## src/rtl/regfile_write_arbiter_pkg.sv

```systemverilog
// Shared widths, state encoding and defaults for the register-file write-port arbiter.
package regfile_write_arbiter_pkg;

  localparam int DATA_WIDTH = 32;
  localparam int REG_COUNT  = 32;
  localparam int ADDR_WIDTH = $clog2(REG_COUNT);
  localparam int MAX_WAIT   = 4;

  typedef enum logic [1:0] {
    IDLE = 2'd0,
    BUSY = 2'd1,
    HOLD = 2'd2
  } arb_state_e;

endpackage

```

## src/rtl/regfile_write_arbiter.sv

```systemverilog
// Shares the register file write port between WB and one MDU result; flags MDU hazards to decode.
// Build option REGFILE_ARB_FAIRNESS_EN bounds how long a held MDU result can be starved by WB.
module regfile_write_arbiter #(
  parameter int DATA_WIDTH = regfile_write_arbiter_pkg::DATA_WIDTH,
  parameter int ADDR_WIDTH = regfile_write_arbiter_pkg::ADDR_WIDTH,
  parameter int MAX_WAIT   = regfile_write_arbiter_pkg::MAX_WAIT
) (
  input  logic                  clk,
  input  logic                  rst_n,
  input  logic                  wb_valid_i,
  input  logic [ADDR_WIDTH-1:0] wb_addr_i,
  input  logic [DATA_WIDTH-1:0] wb_data_i,
  output logic                  wb_ready_o,
  input  logic                  issue_valid_i,
  input  logic [ADDR_WIDTH-1:0] issue_rd_i,
  output logic                  issue_ready_o,
  input  logic                  mdu_valid_i,
  input  logic [DATA_WIDTH-1:0] mdu_data_i,
  output logic                  mdu_ready_o,
  input  logic [ADDR_WIDTH-1:0] rs1_i,
  input  logic [ADDR_WIDTH-1:0] rs2_i,
  input  logic [ADDR_WIDTH-1:0] rd_i,
  output logic                  hazard_o,
  output logic                  we_o,
  output logic [ADDR_WIDTH-1:0] wr_addr_o,
  output logic [DATA_WIDTH-1:0] wr_data_o
);
  import regfile_write_arbiter_pkg::*;

  // state | meaning
  // IDLE  | no MDU op outstanding
  // BUSY  | op issued, result not yet returned
  // HOLD  | result captured, waiting for the write port

  if (MAX_WAIT < 1 || MAX_WAIT > 15) begin : g_bad_max_wait
    $error("MAX_WAIT must be in 1..15");
  end

  arb_state_e            state_q, state_d;
  logic [ADDR_WIDTH-1:0] pending_rd_q, pending_rd_d;
  logic [DATA_WIDTH-1:0] held_q, held_d;
  logic                  mdu_grant;
  logic                  force_grant;

`ifdef REGFILE_ARB_FAIRNESS_EN
  logic [3:0] wait_cnt_q;

  assign force_grant = (state_q == HOLD) && (wait_cnt_q == 4'(MAX_WAIT));

  // Counts HOLD cycles lost to WB; reaching MAX_WAIT forces the MDU in.
  always_ff @(posedge clk) begin
    if (!rst_n)                 wait_cnt_q <= '0;
    else if (mdu_grant)         wait_cnt_q <= '0;
    else if (state_q == HOLD)   wait_cnt_q <= wait_cnt_q + 4'd1;
  end
`else
  assign force_grant = 1'b0;
`endif

  always_ff @(posedge clk) begin
    if (!rst_n) begin
      state_q      <= IDLE;
      pending_rd_q <= '0;
      held_q       <= '0;
    end else begin
      state_q      <= state_d;
      pending_rd_q <= pending_rd_d;
      held_q       <= held_d;
    end
  end

  always_comb begin
    state_d       = state_q;
    pending_rd_d  = pending_rd_q;
    held_d        = held_q;
    mdu_grant     = (state_q == HOLD) && (!wb_valid_i || force_grant);
    wb_ready_o    = !force_grant;
    issue_ready_o = (state_q == IDLE) || mdu_grant;
    mdu_ready_o   = (state_q == BUSY);
    case (state_q)
      IDLE: begin
        if (issue_valid_i) begin
          state_d      = BUSY;
          pending_rd_d = issue_rd_i;
        end
      end
      BUSY: begin
        if (mdu_valid_i) begin
          state_d = HOLD;
          held_d  = mdu_data_i;
        end
      end
      HOLD: begin
        // Grant cycle can accept the next issue directly, with no idle bubble.
        if (mdu_grant) begin
          if (issue_valid_i) begin
            state_d      = BUSY;
            pending_rd_d = issue_rd_i;
          end else begin
            state_d      = IDLE;
            pending_rd_d = '0;
          end
        end
      end
      default: state_d = IDLE;
    endcase
  end

  assign hazard_o = (state_q != IDLE) && (pending_rd_q != '0) &&
                    ((pending_rd_q == rs1_i) || (pending_rd_q == rs2_i) || (pending_rd_q == rd_i));

  always_ff @(posedge clk) begin
    if (!rst_n) begin
      we_o      <= 1'b0;
      wr_addr_o <= '0;
      wr_data_o <= '0;
    end else if (mdu_grant) begin
      we_o      <= (pending_rd_q != '0);
      wr_addr_o <= pending_rd_q;
      wr_data_o <= held_q;
    end else begin
      we_o      <= wb_valid_i && (wb_addr_i != '0);
      wr_addr_o <= wb_addr_i;
      wr_data_o <= wb_data_i;
    end
  end

endmodule

```

## config.mk

```make
export PLATFORM = sky130hd
export DESIGN_NAME = regfile_write_arbiter
export DESIGN_NICKNAME = d
export VERILOG_FILES = /design/src/rtl/regfile_write_arbiter_pkg.sv /design/src/rtl/regfile_write_arbiter.sv
export SDC_FILE = /design/constraint.sdc
export NUM_CORES = 1
export LEC_CHECK = 0
export ABC_AREA = 1
export CELL_PAD_IN_SITES_DETAIL_PLACEMENT = 1
export CELL_PAD_IN_SITES_GLOBAL_PLACEMENT = 2
export CORE_MARGIN = 2
export CORE_UTILIZATION = 22
export CTS_BUF_LIST = sky130_fd_sc_hd__clkbuf_16
export DETAILED_ROUTE_END_ITERATION = 10
export PLACE_DENSITY = 0.78
export SKIP_LAST_GASP = 1
export SLEW_MARGIN = 25
export SYNTH_ARGS = -nofsm -noshare
export SYNTH_HDL_FRONTEND = slang
export SYNTH_SLANG_ARGS = --single-unit
```

## constraint.sdc

```tcl
create_clock -name clk -period 1.4 [get_ports clk]
set_input_delay 0.14 -clock clk [delete_from_list [all_inputs] [get_ports clk]]
set_output_delay 0.14 -clock clk [all_outputs]
set_load 0.02 [all_outputs]
```

# After elaboration in Yosys (flattened, before gate mapping)

Cells that the tools add are included.

Eq/ne operators: 8
Reduce and logical (&&, ||, !) cells: 16
Mux-type cells: 12

Operators with widths:

| cell                 | count |
|---|---|
| $mux W32             | 1 |
| $mux W5              | 4 |
| $eq A5 B5 Y1         | 3 |
| $pmux W5 S2          | 1 |
| $reduce_bool A5 Y1   | 2 |
| $mux W2              | 3 |
| $ne A2 B2 Y1 const B | 3 |
| $pmux W2 S3          | 1 |
| $reduce_and A3 Y1    | 2 |
| $logic_and A1 B1 Y1  | 4 |
| $reduce_bool A2 Y1   | 2 |
| $logic_or A1 B1 Y1   | 3 |
| $eq A2 B1 Y1 const B | 1 |
| $eq A2 B2 Y1 const B | 1 |
| $logic_not A2 Y1     | 1 |
| $mux W1              | 2 |
| $reduce_and A2 Y1    | 1 |
| $logic_not A1 Y1     | 1 |

Flip-flop bits (word level): 77
Input bits: 94
Logic and storage cells: 42

# Longest topological paths before layout

Depth in word-level cells: 4
Gate-level depth with buffers: 9

# Worst setup path after synthesis

Ideal clock, no wire load.

Path type: reg2out
Start point: register state_q[1]
End point: output issue_ready_o
Slack: 0.221 ns
Cell stages (with the launch flop): 7
Required time: 1.260 ns
Arrival: 1.039 ns
Buffers on the path: 2
Path through: dfxtp_1 inv_2 nor2_4 nand2_4 buf_4 buf_6 nand2_1

Cells in the longest elaborated chain, start to end: 3
Elaborated cells between the ends (all ways): 4
Those cells by class: eq/ne (1); reduce/logical (3)

Ends and longest elaborated chain:

| item                     | RTL line                    | RTL |
|---|---|---|
| start: declaration       | regfile_write_arbiter.sv:39 | `arb_state_e state_q, state_d;` |
| start signal: assignment | regfile_write_arbiter.sv:66 | `state_q <= state_d;` |
| $eq A2 B2 Y1             | regfile_write_arbiter.sv:76 | `mdu_grant = (state_q == HOLD) && (!wb_valid_i \|\| force_grant);` |
| $logic_and A1 B1 Y1      | regfile_write_arbiter.sv:76 |  |
| $logic_or A1 B1 Y1 *     | regfile_write_arbiter.sv:78 | `issue_ready_o = (state_q == IDLE) \|\| mdu_grant;` |
| end: declaration         | regfile_write_arbiter.sv:16 | `output logic issue_ready_o,` |

Mark *: on every way between the ends. The rest lies on a longest branch, timed or not.

# Worst setup path after layout

Start point: register pending_rd_q[3]
End point: output hazard_o

Cells in the longest elaborated chain, start to end: 4
Elaborated cells between the ends (all ways): 8
Those cells by class: eq/ne (3); reduce/logical (5)

Ends and longest elaborated chain:

| item                            | RTL line                     | RTL |
|---|---|---|
| start: declaration              | regfile_write_arbiter.sv:40  | `logic [ADDR_WIDTH-1:0] pending_rd_q, pending_rd_d;` |
| start signal: assignment        | regfile_write_arbiter.sv:67  | `pending_rd_q <= pending_rd_d;` |
| $eq A5 B5 Y1                    | regfile_write_arbiter.sv:110 | `((pending_rd_q == rs1_i) \|\| (pending_rd_q == rs2_i) \|\| (pending_rd_q == rd_i));` |
| $logic_or A1 B1 Y1 (2 in a row) | regfile_write_arbiter.sv:110 |  |
| $logic_and A1 B1 Y1 *           | regfile_write_arbiter.sv:109 | `assign hazard_o = (state_q != IDLE) && (pending_rd_q != '0) &&` |
| end: declaration                | regfile_write_arbiter.sv:23  | `output logic hazard_o,` |

Marks and branches as above.

==> results.sh <==
export IMPL_status="finished, violations left"
export IMPL_violations="setup timing"
export IMPL_maxCapViolations=0
export IMPL_yosysMostFrequentCell="nand2_1"
export IMPL_ir_drop_mv=0.569
export IMPL_yosysUniqueCellTypes=25
export IMPL_dieWidth_um=124
export IMPL_async_flop_share_pct=0
export IMPL_synth_top_area_share_pct=48.5
export IMPL_finalHoldViolCount=0
export IMPL_synthCells=422
export IMPL_viasPerCell=4.29
export IMPL_arrival_ps=1410
export IMPL_start_kind="flop"
export IMPL_criticalPathCategory="reg2out"
export IMPL_yosys_area_top_type="dfxtp_1"
export IMPL_cp_required_ps=1260
export IMPL_cts_max_path_buffers=2
export IMPL_avgSynthCellArea_sq_um=7.53
export IMPL_grt_start_max_net_pins=26
export IMPL_port_buffers=134
export IMPL_place_inst=745
export IMPL_r2r_end="we_o$_SDFF_PN0_"
export IMPL_finClkSkew_ps=2.66
export IMPL_period_share_pct=111
export IMPL_hold_class="in2reg"
export IMPL_dp_slack_ps=-497
export IMPL_finalInstanceArea_sq_um=5340
export IMPL_yosysSeqAreaShare_pct=48.5
export IMPL_grt_pass1_vias=3409
export IMPL_start_util_pct=22.7
export IMPL_grt_first_pass_wirelength_um=16700
export IMPL_rsz0062_at_grt="true"
export IMPL_firstDrtPassIters=4
export IMPL_rrSetupSlack_ps=50
export IMPL_holdPathStages=3
export IMPL_drt_iter0_drc=83
export IMPL_drv_slew=0
export IMPL_synth_area_leaders="dfxtp_1, nand2_1, a21oi_1"
export IMPL_postRouteAntennaNets=0
export IMPL_cts_sinks=77
export IMPL_hold_path_startpoint="mdu_valid_i"
export IMPL_die_area_sq_um=15400
export IMPL_htree_num_levels=3
export IMPL_min_to="held_q[29]$_SDFFE_PN0P_"
export IMPL_r2r_start="pending_rd_q[3]$_SDFFE_PN0P_"
export IMPL_tns_ps=-149
export IMPL_coreArea_sq_um=14000
export IMPL_synth_nets=516
export IMPL_netlist_area_sq_um=3180
export IMPL_final_nets=677
export IMPL_place_congestion=0.690
export IMPL_post_dp_cell_area_sq_um=4880
export IMPL_fp_dieH_um=124
export IMPL_ios=136
export IMPL_yosysWarnings=0
export IMPL_p_leak_uw=0.00234
export IMPL_worstSkewPairLatency_ps=340
export IMPL_fmax_mhz=646
export IMPL_ys_flop_type="dfxtp_1"
export IMPL_ff2ff_path_depth=8
export IMPL_clkTransAtPathRegs_ps=60
export IMPL_synth_commonest_cells="nand2_1, dfxtp_1, a21oi_1"
export IMPL_num_rows=43
export IMPL_synth_edf_count=0
export IMPL_drc=0
export IMPL_post_route_cells_drive_above_1_share_pct=19.3
export IMPL_wl_per_cell_um=14.1
export IMPL_cts_tree="built"
export IMPL_hpwl_um=7880
export IMPL_power_uw=5860
export IMPL_track_usage_pct=14.3
export IMPL_setup_violations=1
export IMPL_syn2layout_area_growth_pct=67.9
export IMPL_antenna_found_initial=1
export IMPL_cp_max_fo=3
export IMPL_end_kind="output port"
export IMPL_powerDensity_nw_per_um2=1100
export IMPL_min_period_ps=1550
export IMPL_fin_ws_ps=-149
export IMPL_overflow=0
export IMPL_layoutNonFillerInstCount=768
export IMPL_wl_um=10800
export IMPL_vias=3298
export IMPL_cts_root_buf="clkbuf_16"
export IMPL_cts_buffers=9
export IMPL_ys_ff_latch=77
## report_power, final
group / leakage [uW] / switching [uW] / internal (uW) / total (uW)
clock: 0.000152 / 906 / 1530 / 2440
combinational: 0.00155 / 489 / 568 / 1060
sequential: 0.000637 / 56.1 / 2310 / 2360
total: 0.00234 / 1450 / 4410 / 5860
## critical path: stages, from the launching register on
cell	delay [ps]
dfxtp_2	340
buf_6	120
nor3_2	150
nand3_1	120
nand2_1	80
inv_1	40
nand2_1	60
inv_2	40
buf_6	120
## metrics by stage
step | utilization (%) | hold WS [ps]
final | 38.1 | 159
after CTS | 37.2 | 150
after global placement | 34.9 | 449
after detailed placement | 34.9 | 455
after global routing | 38.1 | 176
after floorplan | - | 281
## timing repair
action / in CTS / in global routing
setup buffers: 4 / 4
pin swaps: 12 / 16
gates resized for setup: 61 / 33
setup endpoints to repair: 70 / 61
gates cloned: 0 / 1
hold buffers: 0 / 0
## logic make-up after synthesis
group / share of synthesized area, %
AOI/OAI and AO/OA: 15.4
and+or+nand+nor: 25.9
buffers and inverters: 8.94
other: 0.118
DFF: 48.5
xor gates and xnor gates: 1.10
## registers in the layout (all words and copies together) (netlist names)
signal	count
held_q	32
pending_rd_q	5
state_q	2
we_o	1
wr_addr_o	5
wr_data_o	32
## worst max path at each step
stage	cells after the start	start	slack [ps]	endpoint
after CTS	9	pending_rd_q[1]$_SDFFE_PN0P_	-180	hazard_o
final	8	pending_rd_q[3]$_SDFFE_PN0P_	-150	hazard_o
after floorplan	6	state_q[1]$_SDFFE_PN0P_	220	issue_ready_o
after global placement	10	rs1_i[3]	-460	hazard_o
after global routing	8	pending_rd_q[3]$_SDFFE_PN0P_	-250	hazard_o
after detailed placement	10	rd_i[3]	-500	hazard_o
## layout make-up
type / count / area, sq um
fill: 1716 / 8650
inverter: 30 / 120
antenna: 1 / 2.50
clock inverter: 6 / 78.8
multi-input combinational: 287 / 1400
clock buffer: 9 / 225
timing repair buffer: 178 / 1730
sequential: 77 / 1560
tap: 180 / 225
## cells in the final DEF, fill, tap and decap left out, types with 3 or more instances in the layout
cell             Yosys  layout
inv_2                2       7
nor2_1              15      13
dlygate4sd2_1        0      34
o21ai_0             11      11
dfxtp_4              0       3
clkbuf_16            0      10
clkinv_2             1       3
nand2_1            125     119
a21oi_1             66      63
dfxtp_1             77      72
inv_1               27      22
a21oi_2             10      13
clkdlybuf4s50_1      0      92
buf_6                1       9
buf_4                5      32
buf_12               1       4
nand3_1             38      38
nand2_2             11      17
dlymetal6s2s_1       0       4
## layer usage
metal  wire length [um]  share of wire (%)  track usage (%)  vias up
met2               5300                 49             24.2       85
li1                   -                  -                -     1673
met4                182                1.7             5.20        0
met1               4580                 42             16.6     1529
met3                753                7.0             5.22       11
met5                  0                  0                0        -
No activity file was read; power rests on OpenSTA's default activity.
